==> config.mk <==
export PLATFORM = sky130hd
export DESIGN_NAME = issue_instr_queue
export DESIGN_NICKNAME = d
export VERILOG_FILES = /design/src/rtl/issue_instr_queue.sv
export SDC_FILE = /design/constraint.sdc
export NUM_CORES = 1
export LEC_CHECK = 0
export CORE_AREA = 2 2 216 218
export CTS_BUF_LIST = sky130_fd_sc_hd__clkbuf_8
export CTS_CLUSTER_SIZE = 28
export DETAILED_ROUTE_END_ITERATION = 10
export DIE_AREA = 0 0 218 220
export PLACE_DENSITY = 0.8
export SLEW_MARGIN = 20
export SYNTH_ARGS = -nofsm -noshare
export SYNTH_HDL_FRONTEND = slang
export SYNTH_SLANG_ARGS = --single-unit
==> constraint.sdc <==
create_clock -name clk_i -period 13.7 [get_ports clk_i]
set_input_delay 2.74 -clock clk_i [delete_from_list [all_inputs] [get_ports clk_i]]
set_output_delay 2.74 -clock clk_i [all_outputs]
set_load 0.02 [all_outputs]
==> src/rtl/issue_instr_queue.sv <==
// ----------------------------------------------------------------------------
// issue_instr_queue
//
// Decoupling FIFO between the decode stage and the issue stage. Each entry
// holds the packed scoreboard entry, the raw 32-bit instruction and a
// control-flow flag. Entries leave strictly in arrival order. The queue
// absorbs issue-side backpressure, and a flush drops everything it holds.
//
// Ports
//   clk_i              core clock
//   rst_ni             synchronous reset, active low (control state only)
//   flush_i            drop all queued entries; blocks both handshakes
//   stall_i            masks issue_valid_o; pushes keep flowing
//   decoded_instr_i    scoreboard entry from ID stage
//   orig_instr_i       raw instruction from ID stage
//   is_ctrl_flow_i     incoming instruction is a branch/jump
//   decoded_valid_i    ID stage offers an entry
//   decoded_ack_o      entry accepted this cycle (combinational)
//   issue_instr_o      head scoreboard entry
//   issue_orig_o       head raw instruction
//   issue_ctrl_flow_o  head control-flow flag
//   issue_valid_o      head entry is valid (combinational)
//   issue_ack_i        issue stage consumed the head
//   occupancy_o        number of valid entries, 0..DEPTH
//   ctrl_flow_cnt_o    number of queued control-flow entries
// ----------------------------------------------------------------------------
module issue_instr_queue #(
    parameter int DEPTH = 4,
    parameter int SBE_W = 128
) (
    input  logic                           clk_i,
    input  logic                           rst_ni,
    input  logic                           flush_i,
    input  logic                           stall_i,
    input  logic [SBE_W-1:0]               decoded_instr_i,
    input  logic [31:0]                    orig_instr_i,
    input  logic                           is_ctrl_flow_i,
    input  logic                           decoded_valid_i,
    output logic                           decoded_ack_o,
    output logic [SBE_W-1:0]               issue_instr_o,
    output logic [31:0]                    issue_orig_o,
    output logic                           issue_ctrl_flow_o,
    output logic                           issue_valid_o,
    input  logic                           issue_ack_i,
    output logic [$clog2(DEPTH):0]         occupancy_o,
    output logic [$clog2(DEPTH):0]         ctrl_flow_cnt_o
);

    localparam int PTR_W = $clog2(DEPTH);
    localparam logic [PTR_W:0] DEPTH_C = (PTR_W + 1)'(DEPTH);

    // Payload storage: written on push, never reset.
    logic [SBE_W-1:0] sbe_mem  [DEPTH];
    logic [31:0]      orig_mem [DEPTH];
    logic             cf_mem   [DEPTH];

    // Control state.
    logic [PTR_W-1:0] wr_ptr;
    logic [PTR_W-1:0] rd_ptr;
    logic [PTR_W:0]   occ;
    logic [PTR_W:0]   cf_cnt;

    logic push;
    logic pop;
    logic cf_inc;
    logic cf_dec;

    // Both handshakes are held off while reset is asserted so that a reset
    // mid-operation behaves like a flush: nothing enters or leaves.
    assign issue_valid_o = rst_ni && (occ != '0) && !stall_i && !flush_i;
    assign pop           = issue_valid_o && issue_ack_i;
    // A full queue may still accept when the head leaves in the same cycle.
    assign decoded_ack_o = rst_ni && !flush_i && ((occ < DEPTH_C) || pop);
    assign push          = decoded_valid_i && decoded_ack_o;

    assign cf_inc = push && is_ctrl_flow_i;
    assign cf_dec = pop && cf_mem[rd_ptr];

    // No bypass: the head always comes from storage.
    assign issue_instr_o     = sbe_mem[rd_ptr];
    assign issue_orig_o      = orig_mem[rd_ptr];
    assign issue_ctrl_flow_o = cf_mem[rd_ptr];

    assign occupancy_o     = occ;
    assign ctrl_flow_cnt_o = cf_cnt;

    always_ff @(posedge clk_i) begin
        if (push) begin
            sbe_mem[wr_ptr]  <= decoded_instr_i;
            orig_mem[wr_ptr] <= orig_instr_i;
            cf_mem[wr_ptr]   <= is_ctrl_flow_i;
        end
    end

    // Pointers wrap naturally because DEPTH is a power of two.
    always_ff @(posedge clk_i) begin
        if (!rst_ni) begin
            wr_ptr <= '0;
            rd_ptr <= '0;
            occ    <= '0;
            cf_cnt <= '0;
        end else if (flush_i) begin
            // Empty the queue by catching the read pointer up to the writer.
            rd_ptr <= wr_ptr;
            occ    <= '0;
            cf_cnt <= '0;
        end else begin
            if (push) wr_ptr <= wr_ptr + 1'b1;
            if (pop)  rd_ptr <= rd_ptr + 1'b1;

            case ({push, pop})
                2'b10:   occ <= occ + 1'b1;
                2'b01:   occ <= occ - 1'b1;
                default: occ <= occ;
            endcase

            case ({cf_inc, cf_dec})
                2'b10:   cf_cnt <= cf_cnt + 1'b1;
                2'b01:   cf_cnt <= cf_cnt - 1'b1;
                default: cf_cnt <= cf_cnt;
            endcase
        end
    end

    a_occ_bound: assert property (@(posedge clk_i) disable iff (!rst_ni)
        occ <= DEPTH_C);
    a_no_overflow: assert property (@(posedge clk_i) disable iff (!rst_ni)
        !(push && (occ == DEPTH_C) && !pop));
    a_cf_bound: assert property (@(posedge clk_i) disable iff (!rst_ni)
        cf_cnt <= occ);

endmodule

# [Yosys cells after proc, flatten, opt, wreduce, memory -nomap -nowiden]
# Memories as Yosys holds them, arrays and structs flattened. A register that Yosys moved wholly into a read port is not among the register bits.
# Cells that the tools add are included.
[word_totals] input_bits=167 output_inout_bits=169 reg_bits=10 ram_bits=644 n_memories=3
[mem_list] name="sbe_mem" depth=4 word_bits=128 read_ports=1 rd_ports_with_merged_regs=1 write_ports=1 line="53" text="logic [SBE_W-1:0] sbe_mem [DEPTH];"
[mem_list] name="orig_mem" depth=4 word_bits=32 read_ports=1 rd_ports_with_merged_regs=1 write_ports=1 line="54" text="logic [31:0] orig_mem [DEPTH];"
[mem_list] name="cf_mem" depth=4 word_bits=1 read_ports=1 rd_ports_with_merged_regs=1 write_ports=1 line="55" text="logic cf_mem [DEPTH];"
[op_classes] muxes=12 magnitude_cmp=1 n_eq_ne=4 addsub=6 n_reduce_logical=18 bitwise=2
[op_table] op="2-bit 2-to-1 mux" count=8
[op_table] op="3-bit one-hot mux with 2 select lines" count=2
[op_table] op="1-bit logical AND" count=9
[op_table] op="3-bit by 1-bit adder with 3-bit output (second input constant)" count=2
[op_table] op="2-bit nonzero test" count=3
[op_table] op="3-bit by 1-bit subtractor with 3-bit output (second input constant)" count=2
[op_table] op="2-bit by 1-bit adder with 2-bit output (second input constant)" count=2
[op_table] op="2-bit by 1-bit equality test with 1-bit output (second input constant)" count=2
[op_table] op="2-bit equality test (second input constant)" count=2
[op_table] op="3-bit < comparator (second input constant)" count=1
[op_table] op="3-bit nonzero test" count=1
[op_table] op="1-bit logical NOT" count=2
[op_table] op="1-bit 2-to-1 mux" count=2
[op_table] op="1-bit inverter" count=2
[op_table] op="2-bit AND reduction" count=1
[op_table] op="2-bit OR reduction" count=1
[op_table] op="1-bit logical OR" count=1

# [Logic depth before layout (Yosys ltp)]
[depth] word_depth=11 mapped_depth=10 ltp_nobuf=9

# [Worst setup path after synthesis]
# No wires, ideal clock.
[synth_timing] path_type="in2reg" start="input port stall_i" end="memory cf_mem[0] (enable)" setup_slack_ns=6.258 setup_time_ns=0.541 t_required_ns=13.159 path_stages=3 arrival_time_ns=6.901 cell_sequence="nand2b_1 a21boi_2 and2_1"
[synth_via] elab_chain_cells=9
[synth_rtl] element="start: declaration" line="34" text="input logic stall_i,"
[synth_rtl] element="1-bit logical NOT" line="70" text="assign issue_valid_o = rst_ni && (occ != '0) && !stall_i && !flush_i;"
[synth_rtl] element="1-bit logical AND (2 in a row)" line="70"
[synth_rtl] element="1-bit logical AND" line="71" text="assign pop = issue_valid_o && issue_ack_i;"
[synth_rtl] element="1-bit logical OR" line="73" text="assign decoded_ack_o = rst_ni && !flush_i && ((occ < DEPTH_C) || pop);"
[synth_rtl] element="1-bit logical AND" line="73"
[synth_rtl] element="1-bit logical AND" line="74" text="assign push = decoded_valid_i && decoded_ack_o;"
[synth_rtl] element="1-bit 2-to-1 mux" line="88" text="if (push) begin"
[synth_rtl] element="1-bit 2-to-1 mux (not written as such)" line="91" text="cf_mem[wr_ptr] <= is_ctrl_flow_i;"
[synth_rtl] element="end: declaration" line="55"
# Every way passes these cells.

# [Final worst setup path]
[layout_timing] start="input port rst_ni" end="output port issue_valid_o"
[layout_via] elab_chain_cells=3
[layout_rtl] element="start: declaration" line="32" text="input logic rst_ni,"
[layout_rtl] element="1-bit logical AND (3 in a row)" line="70"
[layout_rtl] element="end: declaration" line="43" text="output logic issue_valid_o,"
# Every way passes these cells.

==> results.rst <==
.. list-table::
   :header-rows: 1

   * - Metric
     - Value
   * - Result of the run
     - complete, no violations
   * - Remaining number of nets flagged by the antenna check after routing
     - 0
   * - Share of final-layout standard cells stronger than drive strength 1
     - 0.220
   * - Setup repair after global routing missed its margin
     - false
   * - Number of buffers inserted to repair setup after CTS
     - 0
   * - Core footprint
     - between 0.04 and 0.05 mm²
   * - Iteration count of the initial detailed-routing pass
     - 5
   * - Launching instance or port of the critical path
     - rst_ni
   * - Leak
     - ~9.4 nW
   * - Floorplan row count
     - 79
   * - Element type at the critical path end
     - output port
   * - Cell count after synthesis
     - 918
   * - Endpoints failing setup
     - 0
   * - Highest achievable clock rate
     - approximately 0.14 GHz
   * - Reg2Reg Setup Slack
     - around 10,000 ps
   * - Residual DRC count
     - 0
   * - Initial antenna violation count
     - 4
   * - Clock latency on the worst-skew pair
     - slightly below 700 ps
   * - Total count of max-transition violations in the final report
     - 0
   * - Data required time at the worst endpoint
     - 10,960 ps
   * - Kind of path behind the tightest hold check
     - reg2reg
   * - Clk_skew
     - 37.1 ps
   * - DIE AREA
     - around 0.048 mm²
   * - Number of vias in the routed layout
     - 11.1k
   * - Hold bufs inserted after CTS
     - 0
   * - Post-synthesis register bit count
     - ~660
   * - Slowest cell on crit path
     - sky130_fd_sc_hd__clkdlybuf4s50_1
   * - Launching element type of the critical path
     - input port
   * - Clock buffer depth
     - 3
   * - Clock slew seen by the registers of the worst setup and hold paths
     - ~60 ps
   * - Register-to-Register Path Depth
     - 9
   * - Max-Slew Margin vs Limit
     - 0.309
   * - Die Span X
     - 218 µm
   * - CP endpoint
     - issue_valid_o
   * - Cell chain of the critical path
     - clkdlybuf4s50_1, nand2b_1, nor3_1, clkdlybuf4s50_1
   * - Fraction of the cycle the final worst path needs
     - 0.524
   * - Overall global routing resource usage
     - 0.195
   * - # Max-Cap Violations
     - 0
   * - Total global routing overflow
     - 0
   * - Final std cell area, no fill
     - 0.0298 mm²
   * - Transition at the pin with the smallest max-transition slack
     - 1040 ps
   * - Clock tree from TritonCTS
     - built
   * - Number of clock sinks seen by CTS
     - 656
   * - Critical path's largest stage delay
     - 630 ps
   * - CP dominant cell by count
     - sky130_fd_sc_hd__clkdlybuf4s50_1
   * - Total count of hold-check failures in the final report
     - 0
   * - Number of different library cells in the post-synthesis netlist
     - 25
   * - Number of levels in the clock H-tree
     - 3
   * - Sum Neg Setup Slack
     - 0 ps
   * - Maximum number of pins on one net before global-route repair
     - 68
   * - Commonest cells after routing, fill and taps aside
     - sky130_fd_sc_hd__edfxtp_1 (644), sky130_fd_sc_hd__clkdlybuf4s50_1 (335), sky130_fd_sc_hd__mux4_2 (161)
   * - Worst flop-to-flop path endpoint
     - ctrl_flow_cnt_o[2]$_SDFFE_PP0P_
   * - Vias per inst
     - 5.48
   * - Min cycle time layout
     - 7180 ps
   * - Count of pins on the block boundary
     - 336
   * - Wire length of the first global-routing pass
     - a little under 70,000 µm
   * - Routed wirelength normalized by instance count
     - approximately 23 µm
   * - Power Density
     - 137 mW/mm²
   * - Netlist area before placement
     - 0.0239 mm²
   * - Layout net count
     - 1,509
   * - Vias in the first global route
     - between 10k and 15k
   * - Cell area after placement
     - 0.0279 mm²
   * - Area grow syn2layout
     - 24.7%
   * - Biggest fanout along the worst timing path
     - 9
   * - Post-layout total power
     - 4.07 mW
   * - Most frequent standard cell in the layout excluding fill and tap cells
     - sky130_fd_sc_hd__edfxtp_1
   * - Post-synthesis sequential area ratio
     - 0.820
   * - WL final
     - approximately 46,000 µm
   * - Total clock buffers created by CTS
     - 102
   * - Count of cells resized by post-cts repair
     - 0
   * - Crit Path Category
     - in2out
   * - Starting Density
     - 0.521
   * - Clock root cell
     - sky130_fd_sc_hd__clkbuf_8
   * - Detailed-placement wirelength estimate
     - 27,500 µm
   * - Synth Net Count
     - between 1k and 1.5k
   * - Critical Path AT
     - ~4400 ps
   * - Die span in y
     - 220 µm
   * - Port Buf Inserts
     - about 340
   * - IR Drop Worst-Case VDD
     - 0.000112 V
   * - Gp weighted congestion
     - 0.745
   * - Starting DRT DRC Count
     - 814
   * - Average instance area after synthesis
     - 26.0 µm²
   * - Count of synthesis-stage warnings from yosys
     - 0
   * - Fill count
     - 2,984
## stage by stage
stage | instances | hold WS [ps] | setup slack (ps) | util
after floorplan | 918 | 471 | 6260 | -
after global placement | 1836 | 478 | 6590 | 0.607
after detailed placement | 1836 | 498 | 6550 | 0.607
after CTS | 2018 | 505 | 6410 | 0.649
after global routing | 2019 | 546 | 6210 | 0.649
final | 2020 | 507 | 6520 | 0.649
## worst min path at each step
stage                                    startpoint                               to  slack (ps)  cells after the start
finish                       wr_ptr[1]$_SDFFE_PN0P_           wr_ptr[1]$_SDFFE_PN0P_         510                      2
global route                 wr_ptr[1]$_SDFFE_PN0P_           wr_ptr[1]$_SDFFE_PN0P_         550                      2
CTS                          wr_ptr[1]$_SDFFE_PN0P_           wr_ptr[1]$_SDFFE_PN0P_         500                      2
detailed placement           wr_ptr[1]$_SDFFE_PN0P_           wr_ptr[1]$_SDFFE_PN0P_         500                      2
global placement    ctrl_flow_cnt_o[2]$_SDFFE_PP0P_  ctrl_flow_cnt_o[2]$_SDFFE_PP0P_         480                      2
floorplan                    wr_ptr[1]$_SDFFE_PN0P_           wr_ptr[1]$_SDFFE_PN0P_         470                      2
## Yosys cell counts
library cell               count  area share
sky130_fd_sc_hd__nor4_1        1     0.00026
sky130_fd_sc_hd__fa_1          2      0.0017
sky130_fd_sc_hd__nand2_1       4     0.00063
sky130_fd_sc_hd__and2_1        5      0.0013
sky130_fd_sc_hd__edfxtp_1    644        0.81
sky130_fd_sc_hd__ha_1          6      0.0031
sky130_fd_sc_hd__nor3_1        3     0.00063
sky130_fd_sc_hd__dfxtp_1      12       0.010
sky130_fd_sc_hd__buf_6        12      0.0057
sky130_fd_sc_hd__clkbuf_1      7      0.0011
sky130_fd_sc_hd__a31oi_1       1     0.00026
sky130_fd_sc_hd__a21boi_2      1     0.00047
sky130_fd_sc_hd__mux4_2      161        0.15
sky130_fd_sc_hd__and3b_1       1     0.00037
sky130_fd_sc_hd__o31a_1        1     0.00037
sky130_fd_sc_hd__xor2_1        4      0.0015
sky130_fd_sc_hd__nand2b_1      2     0.00052
sky130_fd_sc_hd__or3_1         3     0.00079
sky130_fd_sc_hd__buf_2        18      0.0038
sky130_fd_sc_hd__o21ai_0       4     0.00084
sky130_fd_sc_hd__o311a_1       1     0.00042
sky130_fd_sc_hd__a21oi_1       5      0.0010
sky130_fd_sc_hd__inv_1        12      0.0019
sky130_fd_sc_hd__mux2i_1       2     0.00084
sky130_fd_sc_hd__nor2_1        6     0.00094
## state kept, by name (all words and copies together), names as in the netlist, named ones only
signal and count:
sbe_mem 512, rd_ptr 2, ctrl_flow_cnt_o 3, occupancy_o 3
wr_ptr 2, orig_mem 128, cf_mem 4
## metal layers
metal	GRT usage	share of wire
met5	0.00313	0.00091
met4	0.0676	0.020
met3	0.0716	0.094
met2	0.308	0.50
met1	0.251	0.39
## critical path, delay by kind of cell
family	cells	cell delay, ps
simple gates	2	480
buf+inv	2	1220
## area by class of cell
type / count / area [µm²] / area share
Antenna cell: 1 / 2.50 / 0.0000840
Clock inverter: 76 / 427 / 0.0143
Multi-Input combinational cell: 213 / 4020 / 0.135
Sequential cell: 656 / 19600 / 0.658
Clock buffer: 106 / 1460 / 0.0490
Inverter: 12 / 45.0 / 0.00151
Timing Repair Buffer: 349 / 3480 / 0.117
Tap cell: 607 / 759 / 0.0255
## logic make-up after synthesis
family	Yosys count	share of synthesized area
xor gates and xnor gates	4	0.00147
DFF	656	0.820
AOI/OAI and AO/OA	13	0.00341
adders and majority gates	8	0.00482
muxes	163	0.153
buffers and inverters	49	0.0124
and+or+nand+nor	25	0.00545
## power by group
group | switching (mW) | leakage [nW] | internal [mW] | total (mW)
clock network | 0.715 | 1.06 | 0.790 | 1.51
registers | 0.0139 | 5.92 | 2.23 | 2.25
logic | 0.153 | 2.43 | 0.169 | 0.322
total | 0.882 | 9.40 | 3.19 | 4.07
Power figures use the tool's default switching activity.
